===== src/rtl/cursor_input.sv =====
// cursor_input: debounced push-button front end and 3x3 grid cursor.
// Three active-low keys (confirm, restart, readkey) and four udlr switches
// are synchronized; each key is debounced and turned into a one-cycle press
// strobe. A readkey press moves the cursor one cell in the single direction
// selected on udlr. Optional feature macro: CURSOR_WRAP_EN (moves off an edge
// wrap within the row/column instead of being ignored).
module cursor_input #(
  parameter int DEBOUNCE_CYCLES = 500000
) (
  input  logic       clock,
  input  logic       reset,
  input  logic       confirm_n,
  input  logic       restart_n,
  input  logic       readkey_n,
  input  logic [3:0] udlr,
  input  logic       locked,
  output logic [8:0] cursorGrid,
  output logic [3:0] cursor_idx,
  output logic       confirm,
  output logic       restart
);

  localparam int CNT_W = (DEBOUNCE_CYCLES > 1) ? $clog2(DEBOUNCE_CYCLES) : 1;
  localparam logic [CNT_W-1:0] CNT_LAST = CNT_W'(DEBOUNCE_CYCLES - 1);
  localparam logic [8:0] GRID_TOP = 9'b100000000;

  // key index 0 = confirm, 1 = restart, 2 = readkey
  logic [2:0] key_raw;
  logic [2:0] key_sync1_reg, key_sync2_reg;
  logic [3:0] udlr_sync1_reg, udlr_sync2_reg;
  logic [1:0] settle_reg;
  logic       settled;
  logic [2:0] key_strobe;

  assign key_raw = {readkey_n, restart_n, confirm_n};
  assign settled = (settle_reg == 2'd2);

  // Two-flop synchronizers; keys idle released, switches idle at 0.
  always_ff @(posedge clock or negedge reset) begin
    if (!reset) begin
      key_sync1_reg  <= 3'b111;
      key_sync2_reg  <= 3'b111;
      udlr_sync1_reg <= 4'b0000;
      udlr_sync2_reg <= 4'b0000;
    end else begin
      key_sync1_reg  <= key_raw;
      key_sync2_reg  <= key_sync1_reg;
      udlr_sync1_reg <= udlr;
      udlr_sync2_reg <= udlr_sync1_reg;
    end
  end

  // Counts the two edges needed to flush the reset value out of the
  // synchronizers, so a key held through reset is not mistaken for released.
  always_ff @(posedge clock or negedge reset) begin
    if (!reset) begin
      settle_reg <= 2'd0;
    end else if (!settled) begin
      settle_reg <= settle_reg + 2'd1;
    end
  end

  genvar gi;
  generate
    for (gi = 0; gi < 3; gi++) begin : g_key
      logic [CNT_W-1:0] cnt_reg;
      logic             level_reg;
      logic             armed_reg;
      logic             strobe_reg;

      // Debounce: the level follows the synchronized input only after it has
      // differed for DEBOUNCE_CYCLES consecutive cycles. A press strobes only
      // when the key has been seen released since reset (armed).
      always_ff @(posedge clock or negedge reset) begin
        if (!reset) begin
          cnt_reg    <= '0;
          level_reg  <= 1'b1;
          armed_reg  <= 1'b0;
          strobe_reg <= 1'b0;
        end else begin
          strobe_reg <= 1'b0;
          if (key_sync2_reg[gi] != level_reg) begin
            if (cnt_reg == CNT_LAST) begin
              cnt_reg    <= '0;
              level_reg  <= key_sync2_reg[gi];
              strobe_reg <= armed_reg & ~key_sync2_reg[gi];
              if (key_sync2_reg[gi]) armed_reg <= 1'b1;
            end else begin
              cnt_reg <= cnt_reg + 1'b1;
            end
          end else begin
            cnt_reg <= '0;
            if (settled && key_sync2_reg[gi]) armed_reg <= 1'b1;
          end
        end
      end

      assign key_strobe[gi] = strobe_reg;
    end
  endgenerate

  logic [1:0] row_reg, col_reg;
  logic [1:0] row_next, col_next;
  logic       move_en;

  assign move_en = key_strobe[2] & ~locked;

  // Next cell for the single direction selected on udlr; anything that is
  // not exactly one-hot leaves the cursor where it is.
  always_comb begin
    row_next = row_reg;
    col_next = col_reg;
    case (udlr_sync2_reg)
      4'b1000: begin
        if (row_reg != 2'd0) row_next = row_reg - 2'd1;
`ifdef CURSOR_WRAP_EN
        else row_next = 2'd2;
`endif
      end
      4'b0100: begin
        if (row_reg != 2'd2) row_next = row_reg + 2'd1;
`ifdef CURSOR_WRAP_EN
        else row_next = 2'd0;
`endif
      end
      4'b0010: begin
        if (col_reg != 2'd0) col_next = col_reg - 2'd1;
`ifdef CURSOR_WRAP_EN
        else col_next = 2'd2;
`endif
      end
      4'b0001: begin
        if (col_reg != 2'd2) col_next = col_reg + 2'd1;
`ifdef CURSOR_WRAP_EN
        else col_next = 2'd0;
`endif
      end
      default: begin
        row_next = row_reg;
        col_next = col_reg;
      end
    endcase
  end

  // Cursor position; restart has priority over a simultaneous move.
  always_ff @(posedge clock or negedge reset) begin
    if (!reset) begin
      row_reg <= 2'd0;
      col_reg <= 2'd0;
    end else if (key_strobe[1]) begin
      row_reg <= 2'd0;
      col_reg <= 2'd0;
    end else if (move_en) begin
      row_reg <= row_next;
      col_reg <= col_next;
    end
  end

  assign cursor_idx = {1'b0, row_reg, 1'b0} + {2'b00, row_reg} + {2'b00, col_reg};
  assign cursorGrid = GRID_TOP >> cursor_idx;
  assign confirm    = key_strobe[0] & ~locked;
  assign restart    = key_strobe[1];

endmodule


===== config.mk =====
export PLATFORM = sky130hd
export DESIGN_NAME = cursor_input
export DESIGN_NICKNAME = d
export VERILOG_FILES = /design/src/rtl/cursor_input.sv
export SDC_FILE = /design/constraint.sdc
export NUM_CORES = 1
export LEC_CHECK = 0
export ABC_AREA = 1
export BUFFER_PORTS_ARGS = -buffer_cell sky130_fd_sc_hd__buf_2
export CORE_MARGIN = 2
export CORE_UTILIZATION = 60
export DETAILED_ROUTE_END_ITERATION = 8
export GPL_TIMING_DRIVEN = 0
export PLACE_DENSITY = 0.78
export SYNTH_ARGS = -nofsm -noshare
export SYNTH_HDL_FRONTEND = slang
export SYNTH_SLANG_ARGS = --single-unit

===== constraint.sdc =====
create_clock -name clock -period 2.5 [get_ports clock]
set_input_delay 0.375 -clock clock [delete_from_list [all_inputs] [get_ports clock]]
set_output_delay 0.375 -clock clock [all_outputs]
set_load 0.03 [all_outputs]

==> impl_metrics.tcl <==
set metrics [dict create \
    violations "negative setup slack" \
    netlist_top_cells_count "124 x nor2_1, 116 x nand2_1, 77 x dfrtp_1" \
    critPathLaunch "row_reg[0]" \
    area_growth_pct 13.8 \
    dieWidth_um 91.8 \
    wl_um 8980 \
    cts_max_level 3 \
    synthMuxAreaShare 0 \
    drc 0 \
    clock-sinks 86 \
    worstSetupPathType "reg -> out" \
    fin_crit_sh 1.12 \
    largest_reg_flops 57 \
    timing.rr.end "g_key[0].armed_reg" \
    yosysWarnings 0 \
    place_ws_ns -0.0825 \
    required_ns 2.12 \
    vias 3751 \
    synth_top_flop_cell "dfrtp_1" \
    synthDistinctLibCells 32 \
    synth-edff-count 0 \
    ys_top_cells_by_area "dfrtp_1 42%, nor2_1 10%, nand2_1 9.4%" \
    cts.reportedPaths.clkPinSlew_ns 0.08 \
    grt.overflow.total 0 \
    synth-adder-area-share 0.0384 \
    avgSynthCellArea_um2 8.12 \
    wl_per_cell_um 12.5 \
    grt_max_degree 59 \
    tightest_slew_ns 0.478 \
    period_minus_slack_ns 2.80 \
    clock_skew_ns 0.0121 \
    die_h_um 91.8 \
    timing.fmax_ghz 0.357 \
    clk-insertion-delay-late_ns 0.36 \
    grt_pass1_vias 3744 \
    drt-initial-drc-count 200 \
    hold_path.startpoint "readkey_n" \
    hold_slack_ns 0.115 \
    worst_hold_path.num_cells 1 \
    synthCells 570 \
    end_kind "primary output" \
    synth_xor_xnor_area_share 0.0568 \
    grt_use_total 0.237 \
    cp-start-kind "flop" \
    slew_headroom 0.681 \
    power_density_mw_per_mm2 492 \
    p_leak_nw 2.36 \
    drv_cap 0 \
    synth_seq_cells 86 \
    slew_viol_final 0 \
    core_area_mm2 0.00761 \
    synth_compound_area_frac 0.0284 \
    dieArea_mm2 0.00843 \
    hold_path_class "in -> reg" \
    worstReg2RegStart "key_sync2_reg[0]" \
    synthSimpleGateAreaFrac 0.349 \
    hold_viol 0 \
    outcome "finished, violations left" \
    io_buffers 24 \
    r2r_cells 6 \
    rrSetupSlack_ns 0.74 \
    insertedDiodeCount 0 \
    setup_ws_ns -0.304 \
    async_reset_ff_frac 1.00 \
    syn_nets 593 \
    ant_nets 0 \
    drt_pass1_iterations 5 \
    yosys.area.top_type "dfrtp_1" \
    clockBufferDepth 2 \
    yosysTopAreaCellShare 0.416 \
    rsz0062_at_grt "true" \
    cts_tree "yes" \
    start_util 0.608 \
    grt_antenna_before_repair 0 \
    seq_area_frac_synth 0.468 \
    gp_congestion 0.915 \
    setup_violations 11 \
    min_to "key_sync1_reg[2]" \
    rows 32 \
    cts_buffers 9 \
    routed_via_density 5.23 \
    yosysMostFrequentCell "nor2_1" \
    grt_first_pass_wirelength_um 16100 \
    critPathMaxFanout 4 \
    nNetsFinal 633 \
    pin_count 25 \
    drive_gt1_frac 0.174 \
    dp.final_hpwl_um 6500 \
    crit_arrival_ns 2.43 \
    peakVddDrop_mv 0.269 \
    root_buffer "clkbuf_8" \
    synth_top_family_by_area "simple AND/OR/NAND/NOR gates" \
    synth_area_mm2 0.00463 \
]
## cell type report
cell class / count / area [µm²]
Clock inverter: 6 / 86.3
Clock buffer: 10 / 128
Tap cell: 102 / 128
Buffer: 3 / 11.3
Timing Repair Buffer: 29 / 236
Multi-Input combinational cell: 410 / 2240
Sequential cell: 86 / 2170
Inverter: 71 / 267
Fill cell: 592 / 2340
## per-stage QoR
stage           util  setup TNS, ns  power (mW)  std cells  instance area, µm²
2_1_floorplan      -         -0.353        1.51        570                4670
3_3_place_gp   0.647         -0.151        1.55        696                4920
3_5_place_dp   0.650         -0.321        1.57        697                4950
4_1_cts        0.689          -3.07        2.62        716                5240
5_1_grt        0.692          -3.70        2.70        717                5270
6_report       0.692          -2.75        2.59        717                5270
## worst max-delay path by stage
| stage | endpoint | slack [ns] | cells after the start |
|---|---|---|---|
| global route | cursorGrid[4] | -0.39 | 8 |
| global placement | cursorGrid[1] | -0.04 | 8 |
| finish | cursorGrid[4] | -0.30 | 8 |
| detailed placement | cursorGrid[4] | -0.08 | 8 |
| CTS | cursorGrid[8] | -0.34 | 7 |
| floorplan | cursorGrid[1] | -0.05 | 7 |
## cells by family (layout without fill, tap and decap cells)
| family | Yosys count | after routing |
|---|---|---|
| AO/OA/AOI/OAI | 24 | 24 |
| adder cells (fa/ha/maj) | 13 | 13 |
| flip-flops | 86 | 86 |
| buffers and inverters | 74 | 119 |
| AND/OR/NAND/NOR | 343 | 343 |
| XOR/XNOR | 30 | 30 |
## layout by cell type (no fill, tap or decap), types with 8 or more instances in the layout
cell type / count
nor2_2: 11
nor2_4: 14
nand4_1: 15
xnor2_1: 13
xor2_1: 17
inv_1: 67
buf_2: 12
dfrtp_1: 74
clkbuf_8: 9
ha_1: 11
nand2_1: 114
nor2_1: 119
o21ai_0: 12
buf_4: 8
nor3_1: 12
nand3_1: 32
dfstp_2: 9
## where the power goes
part | total (mW) | switching, mW | internal, mW | leakage, nW
Combinational | 0.104 | 0.0718 | 0.0320 | 1.14
Sequential | 1.43 | 0.0167 | 1.42 | 1.11
Clock | 1.05 | 0.489 | 0.561 | 0.106
## critical path, stage by stage (launching register included)
cell     delay, ns
dfrtp_2       0.42
fa_1          0.47
ha_1          0.20
inv_1         0.06
fa_2          0.45
inv_2         0.12
nand2_4       0.11
nor2_4        0.10
buf_6         0.13
## repair_timing
action / in CTS / in global routing
resized for setup: 18 / 9
endpoints found under the setup margin: 11 / 11
pin swaps: 1 / 2
endpoints found under the hold margin: 26 / 0
hold buffers: 1 / 0
setup buffers: 2 / 1
## routing by layer
layer / up-vias / GRT usage / routed length, µm
met4: 0 / 0.0833 / 80
li1: 1867 / - / -
met1: 1795 / 0.303 / 4000
met5: - / 0 / 0
met2: 78 / 0.404 / 4520
met3: 11 / 0.0452 / 379
Note: power is estimated with default switching activity, not from simulation.
